## src/rtl/branch_predict_ctrl.sv

```systemverilog
`default_nettype none
// ============================================================================
// Module      : branch_predict_ctrl
// Description : Branch predictor for the IF stage with a bimodal history
//               table trained from ID-stage outcomes; raises flush/redirect
//               on mispredict. Optional stats counters with BPU_STATS_EN.
// Revision    : 1.0 - initial release
// ============================================================================
module branch_predict_ctrl #(
    parameter int BHT_ENTRIES = 16,
    parameter int INDEX_LSB   = 2
) (
    input  logic        clk,
    input  logic        reset,
    input  logic [1:0]  Strategy,
    input  logic [31:0] if_pc,
    input  logic        if_is_branch,
    input  logic [31:0] if_target,
    input  logic        if_stall,
    output logic        predict_taken,
    output logic [31:0] predict_pc,
    input  logic        id_valid,
    input  logic        id_branch,
    input  logic [31:0] id_pc,
    input  logic        id_taken,
    input  logic [31:0] id_target,
    output logic        flush_if,
    output logic        redirect_valid,
    output logic [31:0] redirect_pc
`ifdef BPU_STATS_EN
    ,
    output logic [31:0] pred_count,
    output logic [31:0] mispred_count
`endif
);

    localparam int         c_IDX_W      = $clog2(BHT_ENTRIES);
    localparam logic [1:0] c_STRAT_TAKEN = 2'b01;
    localparam logic [1:0] c_STRAT_BIMOD = 2'b10;

    logic [1:0]         bht_q [BHT_ENTRIES];
    logic [1:0]         bht_d [BHT_ENTRIES];
    logic               pred_q;
    logic               pred_v_q;
    logic [c_IDX_W-1:0] w_if_idx;
    logic [c_IDX_W-1:0] w_id_idx;
    logic [1:0]         w_cur;
    logic               w_p;
    logic               w_resolve;
    logic               w_mispredict;
    logic               w_unused_pc;

    assign w_if_idx    = if_pc[INDEX_LSB +: c_IDX_W];
    assign w_id_idx    = id_pc[INDEX_LSB +: c_IDX_W];
    assign w_unused_pc = ^{if_pc, id_pc};

    always_comb begin
        w_p = 1'b0;
        case (Strategy)
            c_STRAT_TAKEN: w_p = 1'b1;
            c_STRAT_BIMOD: w_p = bht_q[w_if_idx][1];
            default:       w_p = 1'b0;
        endcase
    end

    assign predict_taken = if_is_branch & w_p;
    assign predict_pc    = predict_taken ? if_target : (if_pc + 32'd4);

    assign w_resolve    = id_valid & id_branch;
    assign w_mispredict = w_resolve & (id_taken != (pred_q & pred_v_q));

    assign flush_if       = w_mispredict;
    assign redirect_valid = w_mispredict;
    assign redirect_pc    = w_mispredict ? (id_taken ? id_target : (id_pc + 32'd4))
                                         : 32'd0;

    // Saturating 2-bit counter update; IF reads bht_q, so no same-cycle bypass
    always_comb begin
        bht_d = bht_q;
        w_cur = bht_q[w_id_idx];
        if (w_resolve) begin
            if (id_taken) begin
                if (w_cur != 2'b11) bht_d[w_id_idx] = w_cur + 2'd1;
            end else begin
                if (w_cur != 2'b00) bht_d[w_id_idx] = w_cur - 2'd1;
            end
        end
    end

    always_ff @(posedge clk) begin
        if (reset) begin
            for (int i = 0; i < BHT_ENTRIES; i++) bht_q[i] <= 2'b01;
        end else begin
            bht_q <= bht_d;
        end
    end

    // A flush kills the fetched instruction even while IF/ID is stalled
    always_ff @(posedge clk) begin
        if (reset || flush_if) begin
            pred_q   <= 1'b0;
            pred_v_q <= 1'b0;
        end else if (!if_stall) begin
            pred_q   <= predict_taken;
            pred_v_q <= if_is_branch;
        end
    end

`ifdef BPU_STATS_EN
    logic [31:0] pred_count_q;
    logic [31:0] mispred_count_q;

    always_ff @(posedge clk) begin
        if (reset) begin
            pred_count_q    <= 32'd0;
            mispred_count_q <= 32'd0;
        end else begin
            if (w_resolve)    pred_count_q    <= pred_count_q + 32'd1;
            if (w_mispredict) mispred_count_q <= mispred_count_q + 32'd1;
        end
    end

    assign pred_count    = pred_count_q;
    assign mispred_count = mispred_count_q;
`endif

endmodule
`default_nettype wire

```

## config.mk

```make
export PLATFORM = sky130hd
export DESIGN_NAME = branch_predict_ctrl
export DESIGN_NICKNAME = d
export VERILOG_FILES = /design/src/rtl/branch_predict_ctrl.sv
export SDC_FILE = /design/constraint.sdc
export NUM_CORES = 1
export LEC_CHECK = 0
export ABC_AREA = 1
export BUFFER_PORTS_ARGS = -buffer_cell sky130_fd_sc_hd__buf_2
export CAP_MARGIN = 25
export CORE_MARGIN = 2
export CORE_UTILIZATION = 35
export CTS_CLUSTER_SIZE = 14
export DETAILED_ROUTE_END_ITERATION = 10
export PLACE_DENSITY = 0.61
export SETUP_SLACK_MARGIN = 0.3
export SYNTH_ARGS = -nofsm -noshare
export SYNTH_HDL_FRONTEND = slang
export SYNTH_SLANG_ARGS = --single-unit
```

## constraint.sdc

```tcl
create_clock -name clk -period 4.23 [get_ports clk]
set_input_delay 0.2115 -clock clk [delete_from_list [all_inputs] [get_ports clk]]
set_output_delay 0.2115 -clock clk [all_outputs]
set_load 0.02 [all_outputs]
```

==> results.yml, run 1 <==
die:
  core_region_area_um2: 12600
  start_util_pct: 35.8
  die_w_um: 117
  pin_count: 204
  die_h_um: 117
  placementRows: 41
  die_area_um2: 13800
clock_tree:
  clockBufferDepth: 2
  numCtsBuffers: 5
  cts.repair.resized: 0
  clock_sinks: 34
  cts-hold-fix-buffers: 0
  ctsRootBufferMaster: "sky130_fd_sc_hd__clkbuf_16"
  clk_pin_slew_worst_paths_ps: 50
  post_cts_buffers: 0
  clk-insertion-delay-late_ps: 280
  tritoncts: "yes"
  ctsHtreeMaxLevel: 2
sta:
  achievable-frequency_ghz: 0.356
  final_hold_viol_count: 0
  final.setup.tns_ps: 0
  worst_pin_slew_ps: 826
  final_max_slew_viol_count: 0
  timing.final.setup_violations: 0
  period_share_pct: 66.3
  fin_skew_ps: 7.74
  finalCriticalPeriod_ps: 2810
  rsz0062_at_grt: "false"
  slew_headroom_pct: 44.9
worst_setup_path:
  worst_ep_arrival_time_ps: 3010
  critical_path.startpoint_type: "input pin"
  critical_path.reg2reg.endpoint: "bht_q[1]$_SDFFE_PP0P_"
  crit_chain: "buf_2, inv_2, nand2_1, a22o_1, nand2_1, nand4_2, inv_2, ha_1, xnor2_1, clkinv_1, a21oi_1"
  cp_num_buf_inv: 4
  timing.critical_path.max_delay_family: "buffers and inverters"
  worstSetupStartpoint: "id_pc[2]"
  worst_path_largest_cell_delay_ps: 480
  cp_data_required_time_ps: 4440
  timing_worst_setup_path_type: "input pin to flip-flop"
  critical_path_s_slowest_cell: "sky130_fd_sc_hd__xnor2_1"
  timing.critical_path.to_type: "flip-flop"
  cp-endpoint: "bht_q[1]$_SDFFE_PP0P_"
  critical_path_depth: 11
  logic_depth_of_the_worst_register_to_register_path: 10
  worst_reg2reg_setup_slack_ps: 1580
  maximum_fanout_along_the_worst_path: 23
outcome:
  outcome: "complete, no violations"
global_routing:
  grt_max_degree: 52
  grt_overflow: 0
  initial_antenna_violation_count: 0
  grt_pass1_wl_mm: 26.1
  track_usage_pct: 22.7
  grt_pass1_vias: 5321
synthesis:
  yosys_warnings: 0
  ys_dominant_reg_cell: "sky130_fd_sc_hd__dfxtp_1"
  post_synth.cell_area_avg_um2: 5.54
  asyncSetResetFlopFracSynth_pct: 0
  netlist.top_cell.by_area: "sky130_fd_sc_hd__nand2_1"
  ys_seq_elements: 34
  post_synthesis_sequential_area_ratio_pct: 15.1
  synth.top_cells.by_area: "sky130_fd_sc_hd__nand2_1 (19%), sky130_fd_sc_hd__dfxtp_1 (15%), sky130_fd_sc_hd__nor2_1 (9.0%)"
  yosys.cell_count.top_type: "sky130_fd_sc_hd__nand2_1"
  yosysTopAreaCellShare_pct: 18.5
  syn_inst: 811
  postSynthNetCount: 957
  synth_top_cells_by_count: "sky130_fd_sc_hd__nand2_1 (222), sky130_fd_sc_hd__nor2_1 (108), sky130_fd_sc_hd__inv_1 (85), sky130_fd_sc_hd__nand3_1 (76), sky130_fd_sc_hd__a21oi_1 (47)"
  synth_edf_count: 0
  synthDistinctLibCells: 46
  synthesis.area_um2: 4500
placed_design:
  numPortBuffers: 203
  numPlacedInstances: 1160
  place_congestion: 0.948
  place_hpwl_mm: 13.2
worst_hold_path:
  min_delay_src: "if_stall"
  worst_min_delay_path_class: "input pin to flip-flop"
power:
  finalPower_mw: 1.11
  cellPowerDensity_nw_per_um2: 193
  p_leak_nw: 3.04
  vdd.ir_drop.worst_mv: 0.208
route:
  wl_cell_um: 13.8
  antenna_left: 0
  detailedRoute.firstIterationViolations: 345
  routed-via-count: 5713
  drc_errors_left: 0
  drtPass1Iterations: 5
  detail_route.vias_per_cell: 4.90
  total_routed_wirelength_mm: 16.1
run:
  drv.max_cap_violation_count: 0
final_layout:
  fin_cells: 1166
  count_of_nets_after_finishing: 1141
  n_fill_cell: 1395
  drive_gt1_share_pct: 25.2
  area_growth_syn_to_layout_pct: 27.4
  antenna_diode_instance_count: 0
-- power breakdown --
group	total (mW)	internal (mW)	switching, mW
Clock	0.356	0.227	0.129
Combinational	0.421	0.144	0.277
Sequential	0.329	0.326	0.00321
Total	1.11	0.697	0.409
-- routing by layer --
metal  share of wire (%)  global-route usage [%]
met2                  47                    39.0
met1                  45                    29.9
met4                 2.2                    6.02
met3                 5.9                    2.82
met5                   0                       0
-- cell usage in the layout, fill, tap and decap left out, drive strengths merged --
| cell | synthesis | final |
|---|---|---|
| and3 | 1 | 1 |
| clkbuf | 12 | 6 |
| nand2b | 1 | 1 |
| buf | 18 | 207 |
| nand3b | 8 | 8 |
| inv | 96 | 96 |
| xnor2 | 7 | 7 |
| nor3 | 28 | 28 |
| clkinv | 1 | 1 |
| nand3 | 78 | 78 |
| o31ai | 1 | 1 |
| a31oi | 1 | 1 |
| nand4 | 14 | 14 |
| nor2 | 114 | 114 |
| or2 | 5 | 5 |
| nor3b | 1 | 1 |
| nor4 | 3 | 3 |
| a211oi | 1 | 1 |
| o22ai | 2 | 2 |
| ha | 9 | 9 |
| a21oi | 48 | 48 |
| xor2 | 29 | 29 |
| o211ai | 8 | 8 |
| a22o | 1 | 1 |
| nand2 | 227 | 227 |
| dfxtp | 34 | 34 |
| o21ai | 63 | 63 |
-- worst min-delay path: stages --
cell	delay, ps
sky130_fd_sc_hd__buf_2	110
sky130_fd_sc_hd__inv_1	80
sky130_fd_sc_hd__a21oi_2	60
-- worst min-delay path by stage --
| stage | depth (start not counted) | slack, ps | end |
|---|---|---|---|
| 3_5_place_dp | 2 | 470 | flip-flop |
| 2_1_floorplan | 2 | 380 | pred_q$_SDFFE_PP0N_ |
| 3_3_place_gp | 2 | 460 | flip-flop |
| 4_1_cts | 3 | 230 | pred_q$_SDFFE_PP0N_ |
| 6_report | 3 | 230 | pred_q$_SDFFE_PP0N_ |
| 5_1_grt | 3 | 270 | pred_q$_SDFFE_PP0N_ |
-- cells by family after synthesis --
kind of cell,count (synthesis),synth area share [%]
xor+xnor,36,7.01
fa+ha+maj,9,2.50
simple gates,480,48.3
buf+inv,127,12.1
flops,34,15.1
compound gates,125,15.0
-- cell type report --
class / count / area, µm² / area share (%)
well taps: 172 / 215 / 3.76
repair buffers: 207 / 1050 / 18.3
flip-flops and latches: 34 / 681 / 11.9
clock buffers: 6 / 139 / 2.42
inverters: 97 / 372 / 6.49
multi-input cells: 650 / 3280 / 57.2
-- through the flow --
step	hold WS (ps)	setup slack, ps	area [µm²]	utilization [%]
after floorplan	375	1980	4500	-
after global placement	463	1240	5590	44.5
after detailed placement	468	1180	5590	44.5
after CTS	234	1470	5730	45.6
after global routing	274	1070	5730	45.6
final	234	1420	5730	45.6
No activity file was read; power rests on OpenSTA's default activity.
==> run 2: changes to the inputs <==
- clock period: 4.23 -> 2.6 ns (I/O delays scaled with it)
==> run 2 against run 1 <==
Compared with the run above:
- non-clock buffer count up 8
- sequential share of layout area down 0.28 points
- setup slack worse by 1100 ps
- die area unchanged
- flip-flop and latch count unchanged
- first-iteration DRC count up 9.3%
- critical path depth up 4
==> results.yml, run 2 (synthesis results as in run 1) <==
global_routing:
  initial_antenna_violation_count: 0
  grt_max_degree: 51
  use_met3_pct: 2.48
  grt_pass1_vias: 5272
  use_met1_pct: 32.2
  track_usage_pct: 23.1
  gr_peak_layer: "met2"
  grt_use_met2_pct: 38.4
  grt_pass1_wl_mm: 26.6
  grt_overflow: 0
power:
  p_sw_share_pct: 37.5
  internal_mw: 1.16
  clock_power_share_pct: 32.6
  vdd.ir_drop.worst_mv: 0.403
  total_switching_power_mw: 0.695
  p_seq_share_pct: 28.9
  p_leak_nw: 3.09
  combinational_group_share_of_total_power_pct: 38.5
  cellPowerDensity_nw_per_um2: 316
route:
  total_routed_wirelength_mm: 16.4
  detail_route.vias_per_cell: 4.91
  drc_errors_left: 0
  wl_cell_um: 13.9
  antenna_left: 0
  drtPass1Iterations: 6
  routed-via-count: 5778
  detailedRoute.firstIterationViolations: 377
sta:
  slew_headroom_pct: 62.9
  fin_skew_ps: 3.97
  final_hold_viol_count: 0
  finalCriticalPeriod_ps: 2240
  worst_pin_slew_ps: 556
  timing.final.setup_violations: 0
  final_max_slew_viol_count: 0
  period_share_pct: 86.1
  rsz0062_at_grt: "true"
  post_route_hold_slack_ps: 139
  final.setup.tns_ps: 0
  achievable-frequency_ghz: 0.447
die:
  pin_count: 204
  die_area_um2: 13800
  die_h_um: 117
  placementRows: 41
  die_w_um: 117
  start_util_pct: 35.8
  core_region_area_um2: 12600
run:
  drv.max_cap_violation_count: 0
worst_setup_path:
  cpMostUsedCell: "sky130_fd_sc_hd__a21oi_1"
  worst_path_largest_cell_delay_ps: 290
  cp_data_required_time_ps: 2810
  worst_reg2reg_setup_slack_ps: 360
  cp-endpoint: "bht_q[7]$_SDFFE_PP0P_"
  worst_ep_arrival_time_ps: 2440
  critical_path.reg2reg.endpoint: "bht_q[7]$_SDFFE_PP0P_"
  critical_path.startpoint_type: "flip-flop"
  logic_depth_of_the_worst_register_to_register_path: 15
  timing.critical_path.to_type: "flip-flop"
  critical_path_s_slowest_cell: "sky130_fd_sc_hd__dfxtp_1"
  cp_num_buf_inv: 3
  r2r-start: "bht_q[29]$_SDFFE_PP0P_"
  crit_chain: "inv_1, a21oi_1, o21ai_0, a21oi_1, or2_1, nor2_2, inv_1, ha_1, a21oi_2, o21ai_4, inv_2, nand2_4, nor2_2, o21ai_0, a21oi_1"
  timing.critical_path.max_delay_family: "compound AO/OA/AOI/OAI gates"
  critical_path_depth: 15
  worstSetupStartpoint: "bht_q[29]$_SDFFE_PP0P_"
  maximum_fanout_along_the_worst_path: 8
  timing_worst_setup_path_type: "flip-flop to flip-flop"
clock_tree:
  ctsHtreeMaxLevel: 2
  numCtsBuffers: 5
  clockBufferDepth: 2
  post_cts_buffers: 0
  clock_sinks: 34
  clk_pin_slew_worst_paths_ps: 60
  clk-insertion-delay-late_ps: 280
  ctsRootBufferMaster: "sky130_fd_sc_hd__clkbuf_16"
  cts-hold-fix-buffers: 0
  tritoncts: "yes"
final_layout:
  regArea_um2: 681
  n_fill_cell: 1418
  leading_cell_types_in_the_layout_fill_and_taps_excluded: "sky130_fd_sc_hd__nand2_1 (221), sky130_fd_sc_hd__buf_2 (203), sky130_fd_sc_hd__nor2_1 (101)"
  final_util_pct: 46.7
  final_common_cell: "sky130_fd_sc_hd__nand2_1"
  multi_input_area_um2: 3340
  count_of_nets_after_finishing: 1149
  drive_gt1_share_pct: 27.3
  area_growth_syn_to_layout_pct: 30.4
outcome:
  outcome: "complete, no violations"
placed_design:
  place_hpwl_mm: 13.3
  numPortBuffers: 203
  place_congestion: 0.958
worst_hold_path:
  worst_min_delay_path_class: "input pin to flip-flop"
run 2: changes by cell type in the layout (fill, tap and decap cells not counted), moves of 2 or more:
cell / previous run / this run
sky130_fd_sc_hd__nor3_1: 23 / 21
sky130_fd_sc_hd__nand3_1: 76 / 74
sky130_fd_sc_hd__nand3_2: 0 / 2
sky130_fd_sc_hd__o21ai_1: 19 / 21
sky130_fd_sc_hd__nor2_1: 107 / 101
sky130_fd_sc_hd__nor2_2: 4 / 9
sky130_fd_sc_hd__buf_4: 4 / 12
sky130_fd_sc_hd__o21ai_0: 43 / 41
sky130_fd_sc_hd__nor3_2: 3 / 5
run 2: through the flow:
| step | setup slack, ps | instance area (µm²) | instances | total power [mW] |
|---|---|---|---|---|
| after global placement | 216 | 5650 | 1168 | 1.25 |
| final | 362 | 5860 | 1177 | 1.85 |
| after CTS | 318 | 5800 | 1176 | 1.85 |
| after global routing | 208 | 5860 | 1176 | 1.97 |
| after floorplan | 436 | 4500 | 811 | 0.958 |
| after detailed placement | 156 | 5650 | 1168 | 1.25 |
run 2: how the worst min path moves through the flow:
stage | start | to | slack, ps | cells past startpoint
after floorplan | if_stall | pred_q$_SDFFE_PP0N_ | 290 | 2
after global placement | if_stall | pred_q$_SDFFE_PP0N_ | 420 | 3
after detailed placement | if_stall | pred_q$_SDFFE_PP0N_ | 430 | 3
after CTS | if_stall | pred_q$_SDFFE_PP0N_ | 140 | 3
after global routing | if_stall | pred_q$_SDFFE_PP0N_ | 160 | 3
final | if_stall | pred_q$_SDFFE_PP0N_ | 140 | 3
run 2: routing by layer:
| layer | part of all wire (%) | wire length [µm] |
|---|---|---|
| met5 | 0 | 0 |
| met4 | 1.9 | 314 |
| met3 | 6.4 | 1050 |
| met2 | 46 | 7560 |
| met1 | 46 | 7480 |
run 2: area by class of cell:
| class | count | share of cell area, % |
|---|---|---|
| Antenna cell | 1 | 0.0427 |
| Clock buffer | 6 | 2.37 |
| Clock inverter | 2 | 0.213 |
| Inverter | 97 | 6.34 |
| Multi-Input combinational cell | 650 | 56.9 |
| Sequential cell | 34 | 11.6 |
| Tap cell | 172 | 3.67 |
| Timing Repair Buffer | 215 | 18.9 |
run 2: worst reg2reg max path: stages, from the launching register on:
cell                      delay [ps]
sky130_fd_sc_hd__dfxtp_1         290
sky130_fd_sc_hd__inv_1           130
sky130_fd_sc_hd__a21oi_1          80
sky130_fd_sc_hd__o21ai_0          70
sky130_fd_sc_hd__a21oi_1          80
sky130_fd_sc_hd__or2_1           210
sky130_fd_sc_hd__nor2_2          110
sky130_fd_sc_hd__inv_1            50
sky130_fd_sc_hd__ha_1            190
sky130_fd_sc_hd__a21oi_2         180
sky130_fd_sc_hd__o21ai_4         140
sky130_fd_sc_hd__inv_2           170
sky130_fd_sc_hd__nand2_4         100
sky130_fd_sc_hd__nor2_2          120
sky130_fd_sc_hd__o21ai_0          80
sky130_fd_sc_hd__a21oi_1         150
run 2: power groups by stage:
stage	clock network, mW	registers [mW]	logic, mW
after detailed placement	0	0.546	0.701
after global placement	0	0.546	0.701
after CTS	0.612	0.535	0.704
final	0.604	0.535	0.713
after floorplan	0	0.544	0.414
after global routing	0.642	0.536	0.790
run 2: repair_timing:
action	in CTS	in global routing
setup endpoints to repair	0	30
resized for setup	0	19
endpoints found under the hold margin	0	0
